<file path="config.mk">
export PLATFORM = sky130hd
export DESIGN_NAME = byte_deframer
export DESIGN_NICKNAME = d
export VERILOG_FILES = /design/src/rtl/byte_deframer_pkg.sv /design/src/rtl/byte_deframer_rx_hold_reg.sv /design/src/rtl/byte_deframer.sv
export SDC_FILE = /design/constraint.sdc
export NUM_CORES = 1
export LEC_CHECK = 0
export CORE_MARGIN = 1.5
export CORE_UTILIZATION = 50
export CTS_CLUSTER_DIAMETER = 60
export DETAILED_ROUTE_END_ITERATION = 10
export PLACE_DENSITY = 0.74
export SKIP_CTS_REPAIR_TIMING = 1
export SLEW_MARGIN = 20
export SYNTH_ARGS = -nofsm -noshare
export SYNTH_HDL_FRONTEND = slang
export SYNTH_HIERARCHICAL = 1
export SYNTH_SLANG_ARGS = --single-unit
</file>
<file path="constraint.sdc">
create_clock -name sample_clk -period 2 [get_ports sample_clk]
set_input_delay 0.6 -clock sample_clk [delete_from_list [all_inputs] [get_ports sample_clk]]
set_output_delay 0.6 -clock sample_clk [all_outputs]
set_load 0.01 [all_outputs]
</file>
<file path="src/rtl/byte_deframer_pkg.sv">
// Shared definitions for the serial receive path: default oversampling
// ratio, frame geometry, line idle level and the deframer state type.
package byte_deframer_pkg;

  // sample_clk cycles per bit; must match the upstream mid-bit sampler.
  localparam int unsigned SAMPLE_RATIO_DEF = 16;

  // Data bits per frame (fixed at 8 in this revision).
  localparam int unsigned DATA_BITS = 8;

  // Serial line level when idle; also the level of a valid stop bit.
  localparam logic LINE_IDLE = 1'b1;

  typedef enum logic [1:0] {
    IDLE = 2'd0,
    DATA = 2'd1,
    STOP = 2'd2
  } state_e;

endpackage

</file>
<file path="src/rtl/byte_deframer_rx_hold_reg.sv">
// rx_hold_reg: single-entry valid/ready holding register for received bytes.
//   clk_i       clock (posedge)
//   rst_i       synchronous active-high reset
//   deliver_i   a good byte is offered this cycle on byte_i
//   byte_i      byte to store on deliver
//   ready_i     consumer accepts data_o this cycle when valid_o=1
//   clr_err_i   clears the sticky overrun flag
//   data_o      held byte, stable while valid_o=1
//   valid_o     register full
//   overrun_o   sticky: a delivered byte was dropped because the register was full
module rx_hold_reg
  import byte_deframer_pkg::*;
(
  input  logic                 clk_i,
  input  logic                 rst_i,
  input  logic                 deliver_i,
  input  logic [DATA_BITS-1:0] byte_i,
  input  logic                 ready_i,
  input  logic                 clr_err_i,
  output logic [DATA_BITS-1:0] data_o,
  output logic                 valid_o,
  output logic                 overrun_o
);

  logic [DATA_BITS-1:0] data_q, data_d;
  logic                 valid_q, valid_d;
  logic                 ovr_q, ovr_d;
  logic                 accept;

  assign accept = valid_q & ready_i;

  // Later assignments take priority: a deliver overrides the accept's
  // clear of valid, and an overrun set overrides clr_err.
  always_comb begin
    data_d  = data_q;
    valid_d = valid_q;
    ovr_d   = ovr_q;
    if (accept) valid_d = 1'b0;
    if (clr_err_i) ovr_d = 1'b0;
    if (deliver_i) begin
      if (!valid_q || accept) begin
        data_d  = byte_i;
        valid_d = 1'b1;
      end else begin
        ovr_d = 1'b1;
      end
    end
  end

  always_ff @(posedge clk_i) begin
    if (rst_i) begin
      data_q  <= '0;
      valid_q <= 1'b0;
      ovr_q   <= 1'b0;
    end else begin
      data_q  <= data_d;
      valid_q <= valid_d;
      ovr_q   <= ovr_d;
    end
  end

  assign data_o    = data_q;
  assign valid_o   = valid_q;
  assign overrun_o = ovr_q;

endmodule

</file>
<file path="src/rtl/byte_deframer.sv">
// byte_deframer: assembles LSB-first data bits from the mid-bit sampler's
// strobes, times the stop bit itself, and hands good bytes to a holding
// register.
//   sample_clk  oversampling clock (posedge)
//   reset       synchronous active-high reset
//   din         serial line, idle high
//   sample_sig  one-cycle strobe at mid-bit of each data bit
//   data_ready  consumer accepts data_out when data_valid=1
//   clr_err     clears sticky overrun
//   data_out    received byte
//   data_valid  holding register full
//   frame_err   one-cycle pulse: stop bit sampled low
//   overrun     sticky: good byte dropped, holding register was full
//   busy        frame in progress
module byte_deframer
  import byte_deframer_pkg::*;
#(
  parameter int unsigned SAMPLE_RATIO = SAMPLE_RATIO_DEF
) (
  input  logic                 sample_clk,
  input  logic                 reset,
  input  logic                 din,
  input  logic                 sample_sig,
  input  logic                 data_ready,
  input  logic                 clr_err,
  output logic [DATA_BITS-1:0] data_out,
  output logic                 data_valid,
  output logic                 frame_err,
  output logic                 overrun,
  output logic                 busy
);

  localparam logic [3:0] TMR_LAST  = 4'(SAMPLE_RATIO - 1);
  localparam logic [3:0] LAST_DBIT = 4'(DATA_BITS - 1);

  state_e               state_q;
  logic [DATA_BITS-1:0] shreg_q;
  logic [3:0]           bit_cnt_q;
  logic [3:0]           tmr_q;
  logic                 frame_err_q;
  logic                 stop_sample;
  logic                 deliver;

  // Mid stop bit: SAMPLE_RATIO cycles after the last data strobe.
  assign stop_sample = (state_q == STOP) && (tmr_q == TMR_LAST);
  assign deliver     = stop_sample && (din == LINE_IDLE);

  always_ff @(posedge sample_clk) begin
    if (reset) begin
      state_q     <= IDLE;
      shreg_q     <= '0;
      bit_cnt_q   <= '0;
      tmr_q       <= '0;
      frame_err_q <= 1'b0;
    end else begin
      frame_err_q <= 1'b0;
      case (state_q)
        IDLE: begin
          if (sample_sig) begin
            shreg_q   <= {din, shreg_q[DATA_BITS-1:1]};
            bit_cnt_q <= 4'd1;
            state_q   <= DATA;
          end
        end
        DATA: begin
          if (sample_sig) begin
            shreg_q   <= {din, shreg_q[DATA_BITS-1:1]};
            bit_cnt_q <= bit_cnt_q + 4'd1;
            if (bit_cnt_q == LAST_DBIT) begin
              state_q <= STOP;
              tmr_q   <= '0;
            end
          end
        end
        STOP: begin
          if (stop_sample) begin
            frame_err_q <= (din != LINE_IDLE);
            state_q     <= IDLE;
          end else begin
            tmr_q <= tmr_q + 4'd1;
          end
        end
        default: state_q <= IDLE;
      endcase
    end
  end

  rx_hold_reg u_hold (
    .clk_i     (sample_clk),
    .rst_i     (reset),
    .deliver_i (deliver),
    .byte_i    (shreg_q),
    .ready_i   (data_ready),
    .clr_err_i (clr_err),
    .data_o    (data_out),
    .valid_o   (data_valid),
    .overrun_o (overrun)
  );

  assign frame_err = frame_err_q;
  assign busy      = (state_q != IDLE);

endmodule

</file>
==> results of run 1 <==
## tightest hold or removal path: stages, from the launching register on
cell and delay, ns:
dfxtp_1 0.32, nand2b_1 0.06, mux2i_1 0.06
## final cells by class
cell class / instances / area (µm²) / share of cell area
multi-input cells: 102 / 651 / 0.422
flip-flops and latches: 29 / 581 / 0.377
repair buffers: 22 / 223 / 0.145
clock buffers: 8 / 48.8 / 0.0317
well taps: 30 / 37.5 / 0.0244
## cell usage after synthesis (2+ instances only)
library cell / instances / area, µm²
a21oi_1: 13 / 65.1
and3_1: 2 / 12.5
buf_2: 3 / 15.0
buf_6: 2 / 22.5
clkbuf_1: 2 / 7.51
dfxtp_1: 29 / 581
ha_1: 2 / 25.0
mux2i_1: 10 / 100
nand2_1: 18 / 67.6
nand2b_1: 21 / 131
nand3_1: 5 / 25.0
nor2_1: 3 / 11.3
nor2b_1: 4 / 25.0
o21a_1: 2 / 15.0
o21ai_0: 2 / 10.0
o22ai_1: 2 / 12.5
## per-layer routing
metal	routed length, µm	GRT usage
met1	1120	0.225
met2	1060	0.276
met3	114	0.0678
met4	53	0.128
met5	0	0
## through the flow
stage / setup WS [ns] / total power [µW] / setup TNS [ns]
floorplan: 0.566 / 639 / 0
global placement: 0.0956 / 661 / 0
detailed placement: 0.0659 / 662 / 0
CTS: -0.00552 / 986 / -0.00552
global route: 0.123 / 1020 / 0
finish: 0.177 / 983 / 0
## worst min-delay path by stage
stage                  endpoint  slack (ns)              from
2_1_floorplan        shreg_q[0]        0.44        shreg_q[0]
3_3_place_gp   u_hold/data_o[0]        0.46  u_hold/data_o[0]
3_5_place_dp   u_hold/data_o[6]        0.46  u_hold/data_o[6]
4_1_cts              shreg_q[0]        0.48        shreg_q[0]
5_1_grt        u_hold/data_o[0]        0.50  u_hold/data_o[0]
6_report       u_hold/data_o[4]        0.48  u_hold/data_o[4]
## where the power goes
| part | switching, µW | total [µW] | internal, µW |
|---|---|---|---|
| combinational | 29.8 | 60.2 | 30.4 |
| sequential | 4.35 | 587 | 583 |
| clock | 196 | 336 | 140 |
| total | 230 | 983 | 753 |
## state kept, by name, summed over array words and instances, names as in the netlist
signal	count
u_hold/overrun_o	1
bit_cnt_q	4
shreg_q	8
state_q	2
tmr_q	4
u_hold/valid_o	1
frame_err	1
u_hold/data_o	8
## cells by family after synthesis
family,synth area share
AOI/OAI and AO/OA,0.109
xor gates and xnor gates,0.00686
adders and majority gates,0.0196
buffers and inverters,0.0353
DFF,0.455
muxes,0.0784
and+or+nand+nor,0.296
==> impl_metrics.json, run 1 <==
{
  "reg2reg_depth": 6,
  "clock_path_buffers": 2,
  "max-vdd-ir-drop_v": 0.000467,
  "netlist_instances": 138,
  "synth_ff_type": "dfxtp_1",
  "worst_pin_slew_ns": 0.414,
  "skew_ns": 0.00294,
  "cts-root-buf": "clkbuf_4",
  "r2r-end": "u_hold/data_o[2]",
  "crit_buf_inv": 1,
  "critical_path.startpoint": "u_hold/data_o[1]",
  "synth_fp_nets": 146,
  "antenna_cells": 0,
  "ys_ff_latch": 29,
  "crit_path_top_delay_cell": "clkdlybuf4s50_1",
  "hold_class": "reg2reg",
  "drive_above_1_share": 0.0932,
  "r2r-start": "tmr_q[1]",
  "io_pins": 18,
  "core_area_mm2": 0.00245,
  "cts_made_buffers": 5,
  "rsz0062_at_grt": "no",
  "outcome": "complete, no violations",
  "post-route-min-period_ns": 1.82,
  "htreeDepth": 2,
  "via_per_inst": 5.28,
  "slew_headroom": 0.724,
  "antenna_found_initial": 0,
  "die_w_um": 53.5,
  "wirelength_mm": 2.34,
  "final_common_cell": "dfxtp_1",
  "maxSlewViolCount": 0,
  "final_cell_mix": "29 x dfxtp_1, 21 x nand2b_1, 18 x nand2_1",
  "die_area_mm2": 0.00286,
  "hold_depth": 2,
  "cp.depth": 1,
  "cpLargestDelayFamily": "buffers and inverters",
  "grt_max_degree": 24,
  "place_area_mm2": 0.00149,
  "p_leak_uw": 0.000541,
  "critPathArrivalTime_ns": 1.22,
  "finalSetupViolCount": 0,
  "final_util": 0.627,
  "drt_pass1_iterations": 4,
  "fillCellCount": 208,
  "clk_pin_slew_ns": 0.09,
  "rows": 18,
  "finalInstanceArea_mm2": 0.00154,
  "async_flop_share": 0,
  "cp-endpoint": "data_out[1]",
  "grt_util_all_layers": 0.187,
  "die_h_um": 53.5,
  "clock_sink_count": 29,
  "ant_nets": 0,
  "powerDensity_mw_per_mm2": 638,
  "cp_slowest_stage_delay_ns": 0.55,
  "grt_pass1_vias": 842,
  "nets": 168,
  "max_freq_mhz": 549,
  "rrSetupSlack_ns": 0.35,
  "dp_cells": 183,
  "areaGrowthSynthToFinish_pct": 20.7,
  "syn_area_per_cell_um2": 9.25,
  "synth_warnings": 6,
  "cts_tree": "done",
  "clock_latency_ns": 0.32,
  "path_cells": "clkdlybuf4s50_1",
  "synth_edf_count": 0,
  "ys_types": 34,
  "post-route-period-util": 0.911,
  "endpoint_kind": "output pin",
  "place.gp.congestion": 0.732,
  "post_drt_wl_per_cell_um": 12.3,
  "start_util": 0.520,
  "holdWs_ns": 0.476,
  "grt_remaining_overflow": 0,
  "final_cells": 191,
  "grt_pass1_wl_mm": 3.68,
  "ys_seq_area_frac": 0.455,
  "vias": 1009,
  "drtIter0Drc": 11,
  "critical_path_class": "reg2out",
  "hold_viol_final": 0,
  "crit_required_ns": 1.40,
  "netlist_area_mm2": 0.00128,
  "io_buffers": 17,
  "crit_fanout": 2,
  "dp_hpwl_mm": 1.67,
  "cp-start-kind": "register",
  "max_cap_viol_count": 0,
  "drc": 0
}
Note: power is estimated with default switching activity, not from simulation.
==> run 2, diff against run 1 <==
CORE_UTILIZATION = 45   (was 50)
PLACE_DENSITY = 0.68   (was 0.74)
==> impl_metrics.json, run 2 (same netlist as run 1, synthesis figures left out) <==
{
  "outcome": "complete, no violations",
  "critPathArrivalTime_ns": 1.20,
  "min-delay-start": "shreg_q[0]",
  "grt_util_all_layers": 0.167,
  "slew_headroom": 0.728,
  "crit_fanout": 2,
  "drive_above_1_share": 0.106,
  "final_cells": 192,
  "maxSlewViolCount": 0,
  "grt_pass1_vias": 947,
  "via_per_inst": 5.24,
  "cp.depth": 1,
  "regArea_um2": 581,
  "antenna_cells": 0,
  "hold_class": "reg2reg",
  "reg2reg_depth": 6,
  "clock_path_buffers": 2,
  "place.gp.congestion": 0.704,
  "die_h_um": 56.3,
  "rows": 19,
  "drc": 0,
  "areaGrowthSynthToFinish_pct": 21.0,
  "grt_pass1_wl_mm": 4.06,
  "max_freq_mhz": 556,
  "post-route-min-period_ns": 1.80,
  "crit_required_ns": 1.40,
  "crit_buf_inv": 1,
  "endpoint_kind": "output pin",
  "rsz0062_at_grt": "no",
  "hold_viol_final": 0,
  "max_cap_viol_count": 0,
  "worst_slack_ns": 0.201,
  "cp-start-kind": "register",
  "skew_ns": 0.00334,
  "die_area_mm2": 0.00316,
  "post_drt_wl_per_cell_um": 12.0,
  "hold_depth": 2,
  "final_cell_mix": "29 x dfxtp_1, 21 x nand2b_1, 18 x nand2_1",
  "r2r-start": "tmr_q[0]",
  "drtIter0Drc": 19,
  "finalSetupViolCount": 0,
  "dp_cells": 184,
  "powerDensity_mw_per_mm2": 634,
  "wirelength_mm": 2.30,
  "crit_path_top_delay_cell": "clkdlybuf4s50_1",
  "cts-root-buf": "clkbuf_4",
  "ant_nets": 0,
  "die_w_um": 56.3,
  "nets": 168,
  "max-vdd-ir-drop_v": 0.000427,
  "final_common_cell": "dfxtp_1",
  "path_cells": "clkdlybuf4s50_1",
  "cts_tree": "done",
  "worst_pin_slew_ns": 0.407,
  "post-route-period-util": 0.899,
  "fillCellCount": 246,
  "drt_pass1_iterations": 4,
  "clock_latency_ns": 0.32,
  "cpLargestDelayFamily": "buffers and inverters",
  "htreeDepth": 2,
  "cp_slowest_stage_delay_ns": 0.54,
  "critical_path.startpoint": "u_hold/data_o[1]",
  "dpl_worst_slack_ns": 0.0476,
  "clock_sink_count": 29,
  "p_leak_uw": 0.000546,
  "critical_path_class": "reg2out",
  "grt_remaining_overflow": 0,
  "grt_max_degree": 22,
  "final_util": 0.565,
  "vias": 1007,
  "clk_pin_slew_ns": 0.09,
  "start_util": 0.467,
  "cts_made_buffers": 5,
  "io_buffers": 17,
  "multi_input_area_um2": 651,
  "core_area_mm2": 0.00273,
  "io_pins": 18,
  "antenna_found_initial": 0,
  "dp_hpwl_mm": 1.66
}
run 2: cell type report:
type	instances	area share
Clock buffer	6	0.0267
Clock inverter	2	0.00648
Tap cell	31	0.0251
Sequential cell	29	0.376
Timing Repair Buffer	22	0.144
Multi-Input combinational cell	102	0.421
run 2: final timing paths:
check,to,slack (ns)
setup / recovery,data_out[1],0.20
hold / removal,shreg_q[0],0.46
hold reg to reg,shreg_q[0],0.46
setup reg to reg,u_hold/data_o[0],0.32
run 2: through the flow:
step	setup TNS, ns	hold slack (ns)	cell area (µm²)	total power, µW
2_1_floorplan	0	0.437	1280	639
3_3_place_gp	0	0.449	1490	660
3_5_place_dp	0	0.452	1490	662
4_1_cts	-0.0178	0.464	1540	991
5_1_grt	0	0.481	1540	1030
6_report	0	0.464	1540	978
run 2: routing by layer:
layer | track usage | vias to the layer above | share of wire
li1 | - | 522 | -
met1 | 0.192 | 452 | 0.46
met2 | 0.269 | 28 | 0.46
met3 | 0.0806 | 5 | 0.061
met4 | 0.0612 | 0 | 0.019
met5 | 0 | - | 0
run 2: worst min-delay path, stage by stage (launching register included):
cell and delay [ns]:
dfxtp_1 0.32, nand2_1 0.05, a21oi_1 0.05
run 2: report_power, final:
part	switching (µW)	total, µW	internal (µW)
Clock	197	331	133
Sequential	4.34	587	583
Combinational	30.1	60.5	30.4
==> run 3, diff against run 2 <==
CTS_CLUSTER_SIZE = 30   (was unset)
PLACE_DENSITY = 0.7   (was 0.68)
clock period = 1.6 ns   (was 2 ns; I/O delays follow)
==> impl_metrics.json, run 3 (same netlist as run 1, synthesis figures left out) <==
{
  "grt_max_degree": 20,
  "final_common_cell": "dfxtp_1",
  "holdWs_ns": 0.462,
  "grt_util_all_layers": 0.166,
  "cts_made_buffers": 5,
  "dp_hpwl_mm": 1.74,
  "crit_path_top_delay_cell": "dfxtp_1",
  "crit_fanout": 2,
  "max_freq_mhz": 630,
  "power_uw": 1570,
  "slew_headroom": 0.818,
  "skew_ns": 0.0128,
  "p_leak_uw": 0.000818,
  "grt_remaining_overflow": 0,
  "cts_tree": "done",
  "path_cells": "or2_2, dlymetal6s2s_1",
  "post_drt_wl_per_cell_um": 12.2,
  "combPwrFrac": 0.057,
  "worst_pin_slew_ns": 0.272,
  "ant_nets": 0,
  "io_buffers": 17,
  "critPathArrivalTime_ns": 1.11,
  "drive_above_1_share": 0.172,
  "crit_required_ns": 1.12,
  "post-route-min-period_ns": 1.59,
  "post-route-period-util": 0.992,
  "critical_path_class": "reg2out",
  "clock_path_buffers": 2,
  "core_area_mm2": 0.00273,
  "cts-root-buf": "clkbuf_4",
  "via_per_inst": 5.22,
  "drtIter0Drc": 31,
  "nets": 176,
  "antenna_cells": 0,
  "dpl_worst_slack_ns": -0.159,
  "grt_pass1_vias": 940,
  "switching_share": 0.199,
  "antenna_found_initial": 0,
  "start_util": 0.467,
  "drc": 0,
  "finalSetupViolCount": 0,
  "wirelength_mm": 2.45,
  "endpoint_kind": "output pin",
  "hold_class": "reg2reg",
  "clkPwrFrac": 0.476,
  "grt_pass1_wl_mm": 4.02,
  "final_cell_mix": "28 x dfxtp_1, 21 x nand2b_1, 18 x nand2_1",
  "htreeDepth": 2,
  "rsz0062_at_grt": "yes",
  "clk_pin_slew_ns": 0.10,
  "worst_slack_ns": 0.0132,
  "max-vdd-ir-drop_v": 0.000913,
  "final_cells": 200,
  "io_pins": 18,
  "powerDensity_mw_per_mm2": 921,
  "cp_slowest_stage_delay_ns": 0.32,
  "switchingPower_uw": 313,
  "sequentialPowerShare": 0.467,
  "clock_sink_count": 29,
  "maxSlewViolCount": 0,
  "areaGrowthSynthToFinish_pct": 33.9,
  "outcome": "complete, no violations",
  "place.gp.congestion": 0.770,
  "cp-start-kind": "register",
  "die_h_um": 56.3,
  "max_cap_viol_count": 0,
  "fin_setup_tns_ns": 0,
  "p_int_uw": 1260,
  "vias": 1044,
  "hold_viol_final": 0,
  "dp_cells": 192,
  "die_area_mm2": 0.00316,
  "die_w_um": 56.3,
  "drt_pass1_iterations": 4,
  "clock_latency_ns": 0.34,
  "rows": 19
}
[run 3: power by group through the flow]
stage	registers, µW	clock network, µW	logic, µW
3_5_place_dp	751	0	89.8
3_3_place_gp	751	0	87.9
2_1_floorplan	750	0	48.5
4_1_cts	734	761	90.6
5_1_grt	736	791	98.3
6_report	734	750	89.6
[run 3: layout make-up]
class,instances,area [µm²]
Sequential cell,29,582
Clock buffer,5,37.5
Multi-Input combinational cell,102,663
Clock inverter,3,65.1
Tap cell,31,38.8
Fill cell,223,1020
Timing Repair Buffer,30,323
[run 3: final timing paths]
kind,endpoint,slack [ns],cells past startpoint,start
setup reg to reg,u_hold/data_o[1],0.10,6,tmr_q[1]
setup / recovery,busy,0.01,2,state_q[1]
hold / removal,shreg_q[1],0.46,2,shreg_q[2]
hold reg to reg,shreg_q[1],0.46,2,shreg_q[2]
[run 3: worst max-delay path, delay by kind of cell (launching register included)]
family / cells / cell delay, ns
AND/OR/NAND/NOR: 1 / 0.28
flip-flops: 1 / 0.32
buffers and inverters: 1 / 0.17
[run 3: metrics by stage]
| step | util | instance area (µm²) |
|---|---|---|
| floorplan | - | 1280 |
| global placement | 0.572 | 1560 |
| detailed placement | 0.572 | 1560 |
| CTS | 0.609 | 1670 |
| global route | 0.625 | 1710 |
| finish | 0.625 | 1710 |
[run 3: per-layer routing]
layer,share of wire,global-route usage,wire length [µm],vias up
li1,-,-,-,532
met1,0.43,0.198,1050,468
met2,0.48,0.252,1180,36
met3,0.064,0.0484,156,8
met4,0.029,0.126,70,0
met5,0,0,0,-
